<file path="src/rtl/oam_dma_controller_if.sv">
// Purpose : bundles the CPU-side trigger bus, the DMA read port and the OAM write port of the sprite DMA.
// Latency : wires only; no storage.
// Backpres: none here; the controller halts the CPU through oam_dma.
interface oam_dma_controller_if;
    // CPU write path (trigger) and bus phase
    logic [15:0] cpu_addr;
    logic [7:0]  cpu_data_out;
    logic        cpu_we;
    logic        cpu_rw;
    // PPU OAMADDR value captured at trigger time
    logic [7:0]  oam_base;
    // CPU halt request / busy
    logic        oam_dma;
    // DMA read port on the CPU memory bus
    logic [15:0] dma_addr;
    logic        dma_rd;
    logic [7:0]  dma_data_in;
    // OAM write port
    logic [7:0]  oam_addr;
    logic [7:0]  oam_data_in;
    logic        oam_we;

    // DMA controller side
    modport master (
        input  cpu_addr, cpu_data_out, cpu_we, cpu_rw, oam_base, dma_data_in,
        output oam_dma, dma_addr, dma_rd, oam_addr, oam_data_in, oam_we
    );

    // CPU / memory / PPU side
    modport slave (
        output cpu_addr, cpu_data_out, cpu_we, cpu_rw, oam_base, dma_data_in,
        input  oam_dma, dma_addr, dma_rd, oam_addr, oam_data_in, oam_we
    );
endinterface

</file>
<file path="src/rtl/oam_dma_controller.sv">
// Purpose : sprite DMA; a CPU write to TRIGGER_ADDR copies page $XX00-$XXFF into OAM starting at OAMADDR.
// Latency : busy from the cycle after the trigger; 513 cycles (514 on odd parity) plus one per HALT wait cycle.
// Backpres: waits in HALT while the CPU is still writing (cpu_rw = 0); holds the CPU off via oam_dma while busy.
module oam_dma_controller #(
    parameter logic [15:0] TRIGGER_ADDR = 16'h4014,
    parameter int          XFER_LEN     = 256
) (
    input  logic                   clk,
    input  logic                   reset,
    oam_dma_controller_if.master   bus
);

    localparam logic [2:0] S_IDLE  = 3'd0;
    localparam logic [2:0] S_HALT  = 3'd1;
    localparam logic [2:0] S_ALIGN = 3'd2;
    localparam logic [2:0] S_READ  = 3'd3;
    localparam logic [2:0] S_WRITE = 3'd4;

    // The byte counter is 8 bits, so the last index is XFER_LEN-1 truncated to 8 bits.
    localparam logic [7:0] LAST_IDX = 8'(XFER_LEN - 1);

    logic [2:0] state_q, state_d;
    logic [7:0] page_q,  page_d;
    logic [7:0] base_q,  base_d;
    logic [7:0] idx_q,   idx_d;
    logic       parity_q;

    logic       trigger;
    assign trigger = bus.cpu_we && (bus.cpu_addr == TRIGGER_ADDR);

    // Next-state and transfer bookkeeping; triggers are only honoured from IDLE.
    always_comb begin
        state_d = state_q;
        page_d  = page_q;
        base_d  = base_q;
        idx_d   = idx_q;
        case (state_q)
            S_IDLE: begin
                if (trigger) begin
                    page_d  = bus.cpu_data_out;
                    base_d  = bus.oam_base;
                    idx_d   = 8'h00;
                    state_d = S_HALT;
                end
            end
            S_HALT: begin
                // The 6502 only honours RDY on read cycles, so wait out its writes.
                if (bus.cpu_rw) begin
                    state_d = parity_q ? S_ALIGN : S_READ;
                end
            end
            S_ALIGN: begin
                state_d = S_READ;
            end
            S_READ: begin
                state_d = S_WRITE;
            end
            S_WRITE: begin
                if (idx_q == LAST_IDX) begin
                    state_d = S_IDLE;
                end else begin
                    idx_d   = idx_q + 8'd1;
                    state_d = S_READ;
                end
            end
            default: begin
                state_d = S_IDLE;
            end
        endcase
    end

    // Output decode straight from the registered state so a reset clears every strobe the following cycle.
    always_comb begin
        bus.oam_dma     = (state_q != S_IDLE);
        bus.dma_rd      = 1'b0;
        bus.dma_addr    = 16'h0000;
        bus.oam_we      = 1'b0;
        bus.oam_addr    = 8'h00;
        bus.oam_data_in = 8'h00;
        if (state_q == S_READ) begin
            bus.dma_rd   = 1'b1;
            bus.dma_addr = {page_q, idx_q};
        end
        if (state_q == S_WRITE) begin
            bus.oam_we      = 1'b1;
            bus.oam_addr    = base_q + idx_q;
            bus.oam_data_in = bus.dma_data_in;
        end
    end

    // State registers; parity free-runs to track the get/put cycle alignment.
    always_ff @(posedge clk) begin
        if (reset) begin
            state_q  <= S_IDLE;
            page_q   <= 8'h00;
            base_q   <= 8'h00;
            idx_q    <= 8'h00;
            parity_q <= 1'b0;
        end else begin
            state_q  <= state_d;
            page_q   <= page_d;
            base_q   <= base_d;
            idx_q    <= idx_d;
            parity_q <= ~parity_q;
        end
    end

endmodule
</file>
<file path="src/flat_wrapper.sv">
// flat-port wrapper written by rule: the top's interface ports become plain ports
module oam_dma_controller_flat 
#(
    parameter logic [15:0] TRIGGER_ADDR = 16'h4014,
    parameter int          XFER_LEN     = 256
)
  (clk, reset, bus_cpu_addr, bus_cpu_data_out, bus_cpu_we, bus_cpu_rw, bus_oam_base, bus_dma_data_in, bus_oam_dma, bus_dma_addr, bus_dma_rd, bus_oam_addr, bus_oam_data_in, bus_oam_we);
  oam_dma_controller_if bus_i ();
  input  logic clk;
  input  logic reset;
  input wire logic [$bits(bus_i.cpu_addr)-1:0] bus_cpu_addr;
  input wire logic [$bits(bus_i.cpu_data_out)-1:0] bus_cpu_data_out;
  input wire logic [$bits(bus_i.cpu_we)-1:0] bus_cpu_we;
  input wire logic [$bits(bus_i.cpu_rw)-1:0] bus_cpu_rw;
  input wire logic [$bits(bus_i.oam_base)-1:0] bus_oam_base;
  input wire logic [$bits(bus_i.dma_data_in)-1:0] bus_dma_data_in;
  output wire logic [$bits(bus_i.oam_dma)-1:0] bus_oam_dma;
  output wire logic [$bits(bus_i.dma_addr)-1:0] bus_dma_addr;
  output wire logic [$bits(bus_i.dma_rd)-1:0] bus_dma_rd;
  output wire logic [$bits(bus_i.oam_addr)-1:0] bus_oam_addr;
  output wire logic [$bits(bus_i.oam_data_in)-1:0] bus_oam_data_in;
  output wire logic [$bits(bus_i.oam_we)-1:0] bus_oam_we;
  assign bus_i.cpu_addr = bus_cpu_addr;
  assign bus_i.cpu_data_out = bus_cpu_data_out;
  assign bus_i.cpu_we = bus_cpu_we;
  assign bus_i.cpu_rw = bus_cpu_rw;
  assign bus_i.oam_base = bus_oam_base;
  assign bus_i.dma_data_in = bus_dma_data_in;
  assign bus_oam_dma = bus_i.oam_dma;
  assign bus_dma_addr = bus_i.dma_addr;
  assign bus_dma_rd = bus_i.dma_rd;
  assign bus_oam_addr = bus_i.oam_addr;
  assign bus_oam_data_in = bus_i.oam_data_in;
  assign bus_oam_we = bus_i.oam_we;
  oam_dma_controller #(.TRIGGER_ADDR(TRIGGER_ADDR), .XFER_LEN(XFER_LEN)) u_core (.clk(clk), .reset(reset), .bus(bus_i));
endmodule
</file>
<file path="config.mk">
export PLATFORM = sky130hd
export DESIGN_NAME = oam_dma_controller_flat
export DESIGN_NICKNAME = d
export VERILOG_FILES = /design/src/rtl/oam_dma_controller_if.sv /design/src/rtl/oam_dma_controller.sv /design/src/flat_wrapper.sv
export SDC_FILE = /design/constraint.sdc
export NUM_CORES = 1
export LEC_CHECK = 0
export BUFFER_PORTS_ARGS = -buffer_cell sky130_fd_sc_hd__buf_2
export CAP_MARGIN = 20
export CORE_UTILIZATION = 42
export DETAILED_ROUTE_END_ITERATION = 7
export PLACE_DENSITY = 0.74
export SYNTH_ARGS = -nofsm -noshare
export SYNTH_HDL_FRONTEND = slang
export SYNTH_SLANG_ARGS = --single-unit
</file>
<file path="constraint.sdc">
create_clock -name clk -period 1.8 [get_ports clk]
set_input_delay 0.27 -clock clk [delete_from_list [all_inputs] [get_ports clk]]
set_output_delay 0.27 -clock clk [all_outputs]
set_load 0.02 [all_outputs]
</file>
==> results of run 1 <==
final cells by class:
class	instances	area share
flip-flops and latches	28	0.1839
well taps	52	0.02078
multi-input cells	192	0.4760
repair buffers	127	0.2886
clock inverters	1	0.009592
clock buffers	3	0.01319
inverters	5	0.007994
worst paths after layout:
path	to	depth (start not counted)	start	slack (ns)
max reg2reg	u_core.idx_q[5]	7	u_core.state_q[1]	-0.10
min reg2reg	u_core.parity_q	1	u_core.parity_q	0.43
min	u_core.base_q[0]	3	bus_oam_base[0]	0.23
max	bus_oam_addr[7]	7	u_core.idx_q[1]	-0.50
report_power, final:
group	switching, uW	total, uW	internal (uW)
Combinational	40.4	82.9	42.6
Clock	211	509	298
Sequential	0.815	618	617
Total	252	1210	958
registers in the layout (all words and copies together), names as in the netlist:
signal and cells:
u_core.parity_q 1, u_core.page_q 8, u_core.base_q 8, u_core.state_q 3, u_core.idx_q 8
worst reg2reg max path, cell delays in order, from the launching register on:
cell,delay (ns)
dfxtp_2,0.33
or3b_4,0.44
buf_4,0.16
buf_6,0.11
buf_4,0.13
or4_4,0.47
a21o_1,0.16
nand2_1,0.05
cells in the mapped netlist, types with 3 or more instances:
master	n
o21ai_0	12
a21oi_1	19
o31ai_1	16
mux2i_1	3
nand2_1	10
nand4_1	21
nor3b_1	9
inv_1	4
nor4_1	4
clkbuf_1	11
and2_1	28
a21o_1	4
ha_1	8
nor4b_1	3
buf_2	6
o2111ai_1	3
nor2b_1	5
nand3_1	7
dfxtp_1	28
nor2_1	10
layer usage:
layer / wire length, um / share of wire
met2: 3409 / 0.52
met1: 2712 / 0.41
met3: 325 / 0.050
met5: 0 / 0
met4: 112 / 0.017
cell families after synthesis:
group,share of synthesized area
simple gates,0.3369
compound gates,0.2295
flops,0.2848
buf+inv,0.05912
fa+ha+maj,0.06103
xor+xnor,0.01335
mux,0.01526
repair_timing:
| action | 4_1_cts | 5_1_grt |
|---|---|---|
| pin swaps | 16 | 8 |
| buffers inserted | 4 | 7 |
| gates cloned | 1 | 0 |
| resized for setup | 56 | 20 |
| setup endpoints to repair | 17 | 35 |
through the flow:
step,hold WS [ns],util,cells
3_5_place_dp,0.4114,0.6199,396
2_1_floorplan,0.3933,-,244
4_1_cts,0.2278,0.6851,404
3_3_place_gp,0.4066,0.6199,396
5_1_grt,0.2329,0.7092,408
6_report,0.2265,0.7092,408
==> flow_summary.json, run 1 <==
{
  "fin_skew_ns": 0.007409,
  "cts.hold.buffers_added": 0,
  "postSynthCellCount": 244,
  "grt_usage": 0.2532,
  "worstPathBufferInverterCount": 2,
  "io_pins": 79,
  "grt_max_degree": 20,
  "core_area_sq_um": 4414,
  "ant_nets": 0,
  "p_per_area_nw_per_um2": 386.6,
  "post-route-period-util": 1.278,
  "hold_path.class": "input pin to flop",
  "tritoncts": "built",
  "grt_setup_unrepaired": "yes",
  "insertion_delay_ns": 0.28,
  "start_kind": "flop",
  "place_congestion": 0.8317,
  "placed_area_sq_um": 2736,
  "vias_per_cell": 5.765,
  "htree_num_levels": 1,
  "synth_edf_count": 0,
  "drt_first_pass_iters": 4,
  "grt_pass1_wl_um": 10270,
  "cap_violations": 0,
  "antenna_found_initial": 0,
  "grt_pass1_vias": 2229,
  "wl_um": 6559,
  "drv_slew": 0,
  "grt-ovfl-total": 0,
  "die-area_sq_um": 4964,
  "diodes": 0,
  "fillers": 341,
  "cpLargestDelayFamily": "compound AO/OA/AOI/OAI gates",
  "synth_largest_area_cell": "dfxtp_1",
  "path_class": "flop to output pin",
  "syn_nets": 297,
  "cts.sinks": 28,
  "ys_types": 46,
  "die_w_um": 70.46,
  "dp_hpwl_um": 4285,
  "final_common_cell": "buf_2",
  "setup_viol": 18,
  "initial_utilization": 0.4459,
  "drive_above_1_share": 0.5000,
  "p_leak_uw": 0.001350,
  "cp_cell_sequence": "ha_4 > a211oi_4 > o21bai_2 > o41ai_2 > buf_4 > mux2i_4 > buf_6",
  "synth_area_leaders": "dfxtp_1 (28%), and2_1 (8.9%), nand4_1 (6.7%)",
  "final_nets": 410,
  "final_cell_mix": "buf_2 (61), buf_4 (41), buf_6 (24)",
  "synth-async-reset-ratio": 0,
  "io_buffers": 78,
  "relSlewSlack": 0.7231,
  "netlist_area_sq_um": 1968,
  "fmax_mhz": 434.8,
  "fp.dieH_um": 70.46,
  "peakVddDrop_uv": 303.2,
  "register_area_sq_um": 575.6,
  "synth-seq-area-share": 0.2848,
  "numCtsBuffers": 3,
  "cts.clk_slew.worst_paths_ns": 0.10,
  "gr-usage-met1": 0.3143,
  "final_hold_viol_count": 0,
  "worstSetupEndpointType": "output pin",
  "violations": "setup timing",
  "top_usage_layer": "met2",
  "cts.path.max_buffers": 2,
  "vias": 2352,
  "dp_slack_ns": -0.1868,
  "arrival_ns": 2.03,
  "core.rowCount": 24,
  "synth_top_area_frac": 0.2848,
  "drc": 0,
  "timing.final.ws_setup_ns": -0.4997,
  "synth.avg_cell_area_sq_um": 8.066,
  "routedWlPerCell_um": 16.08,
  "path_max_fanout": 2,
  "fin_setup_tns_ns": -4.185,
  "worstMarginPinSlew_ns": 0.4139,
  "p_total_uw": 1210,
  "ys_ff_latch": 28,
  "outcome": "complete, but fails checks",
  "gr-usage-met2": 0.4614,
  "area_growth_pct": 59.06,
  "synth_top_flop_cell": "dfxtp_1",
  "cts-root-buf": "clkbuf_8",
  "drtIter0Drc": 124,
  "period_minus_slack_ns": 2.300,
  "multi_input_area_sq_um": 1490,
  "yosysWarnings": 0,
  "design_area_sq_um": 3131,
  "required_ns": 1.53,
  "use_met3": 0.02597,
  "slowest_delay_ns": 0.37,
  "cpMaxStageDelayCell": "dfxtp_4"
}
Power figures use the tool's default switching activity.
==> run 2: changes to the inputs <==
--- a/config.mk
+++ b/config.mk
@@ -10,6 +10,7 @@
 export CORE_UTILIZATION = 42
 export DETAILED_ROUTE_END_ITERATION = 7
 export PLACE_DENSITY = 0.74
+export RECOVER_POWER = 100
 export SYNTH_ARGS = -nofsm -noshare
 export SYNTH_HDL_FRONTEND = slang
 export SYNTH_SLANG_ARGS = --single-unit
==> flow_summary.json, run 2 (synthesized netlist as in run 1, its figures left out) <==
{
  "grt_setup_unrepaired": "yes",
  "fin_util": 0.7044,
  "tritoncts": "built",
  "final_common_cell": "buf_2",
  "io_buffers": 78,
  "io_pins": 79,
  "hold_path.class": "input pin to flop",
  "drive_above_1_share": 0.4916,
  "worstSetupEndpointType": "output pin",
  "cap_violations": 0,
  "grt_max_degree": 20,
  "period_minus_slack_ns": 2.293,
  "htree_num_levels": 1,
  "vias_per_cell": 5.775,
  "fin_skew_ns": 0.006801,
  "path_max_fanout": 2,
  "drc": 0,
  "core_area_sq_um": 4414,
  "cts.sinks": 28,
  "setup_viol": 21,
  "drt_first_pass_iters": 4,
  "cts.hold.buffers_added": 0,
  "ant_nets": 0,
  "arrival_ns": 2.02,
  "drtIter0Drc": 152,
  "fin_cells": 408,
  "peakVddDrop_uv": 314.2,
  "grt_pass1_wl_um": 10270,
  "worstMarginPinSlew_ns": 0.8537,
  "fp.dieH_um": 70.46,
  "place_congestion": 0.8317,
  "grt_usage": 0.2532,
  "start_kind": "flop",
  "grt_pass1_vias": 2229,
  "fmax_mhz": 436.1,
  "diodes": 0,
  "vias": 2356,
  "die_w_um": 70.46,
  "routedWlPerCell_um": 16.17,
  "relSlewSlack": 0.4309,
  "final_nets": 410,
  "timing.final.ws_setup_ns": -0.4933,
  "wl_um": 6596,
  "dp_hpwl_um": 4285,
  "cts.clk_slew.worst_paths_ns": 0.10,
  "drv_slew": 0,
  "p_per_area_nw_per_um2": 389.1,
  "outcome": "complete, but fails checks",
  "final_cell_mix": "buf_2 (60), buf_4 (39), buf_6 (23)",
  "cts-root-buf": "clkbuf_8",
  "die-area_sq_um": 4964,
  "area_growth_pct": 57.98,
  "required_ns": 1.53,
  "numCtsBuffers": 3,
  "p_leak_uw": 0.001338,
  "core.rowCount": 24,
  "antenna_found_initial": 0,
  "top_regs": "u_core.base_q x8, u_core.idx_q x8, u_core.page_q x8",
  "cts.path.max_buffers": 2,
  "insertion_delay_ns": 0.28,
  "path_class": "flop to output pin",
  "place_inst": 396,
  "p_total_uw": 1210,
  "post-route-period-util": 1.274,
  "initial_utilization": 0.4459,
  "final_hold_viol_count": 0,
  "fin_setup_tns_ns": -4.078,
  "grt-ovfl-total": 0,
  "violations": "setup timing"
}
-- run 2: metal layers --
metal	part of all wire	global-route usage	vias up	wire length, um
met1	0.41	0.3143	1095	2716
met4	0.013	0.06444	0	83
li1	-	-	1147	-
met5	0	0	-	0
met3	0.056	0.02597	10	371
met2	0.52	0.4614	104	3424
-- run 2: final cells by class --
type                       instances  area [sq um]
multi-input combinational        192          1483
fill                             347          1305
timing repair buffer             127         889.6
sequential                        28         575.6
tap                               52         65.06
clock buffer                       3         41.29
clock inverter                     1         30.03
inverter                           5         25.02
-- run 2: report_power, final --
part	switching (uW)	internal, uW
clock network	210	298
registers	0.825	617
logic	40.8	42.2
total	252	958
-- run 2: worst max-delay path, stage by stage, from the launching register on --
cell,delay [ns]
dfxtp_4,0.37
ha_4,0.25
a211oi_4,0.27
o21bai_2,0.11
o41ai_2,0.22
buf_4,0.18
mux2i_4,0.21
buf_6,0.13
-- run 2: path summary, 6_finish.rpt --
path                       start  depth (start not counted)          endpoint  slack, ns
max reg2reg    u_core.state_q[1]                          7   u_core.idx_q[5]      -0.10
min          bus_cpu_data_out[3]                          3  u_core.page_q[3]       0.23
min reg2reg      u_core.parity_q                          1   u_core.parity_q       0.43
max              u_core.idx_q[1]                          7   bus_oam_addr[7]      -0.49
-- run 2: metrics by stage --
step                      area [sq um]  hold slack [ns]  worst slack [ns]
final                             3109           0.2291           -0.4933
after global routing              3109           0.2329           -0.5516
after CTS                         3024           0.2278           -0.4607
after detailed placement          2736           0.4114           -0.1868
after global placement            2736           0.4066           -0.1678
after floorplan                   2054           0.3933          -0.07955
-- run 2: timing repair --
item / 4_1_cts / 5_1_grt
buffers inserted: 4 / 7
gates resized for setup: 56 / 20
endpoints found under the setup margin: 17 / 35
gates cloned: 1 / 0
endpoints found under the hold margin: 0 / 0
pin swaps: 16 / 8
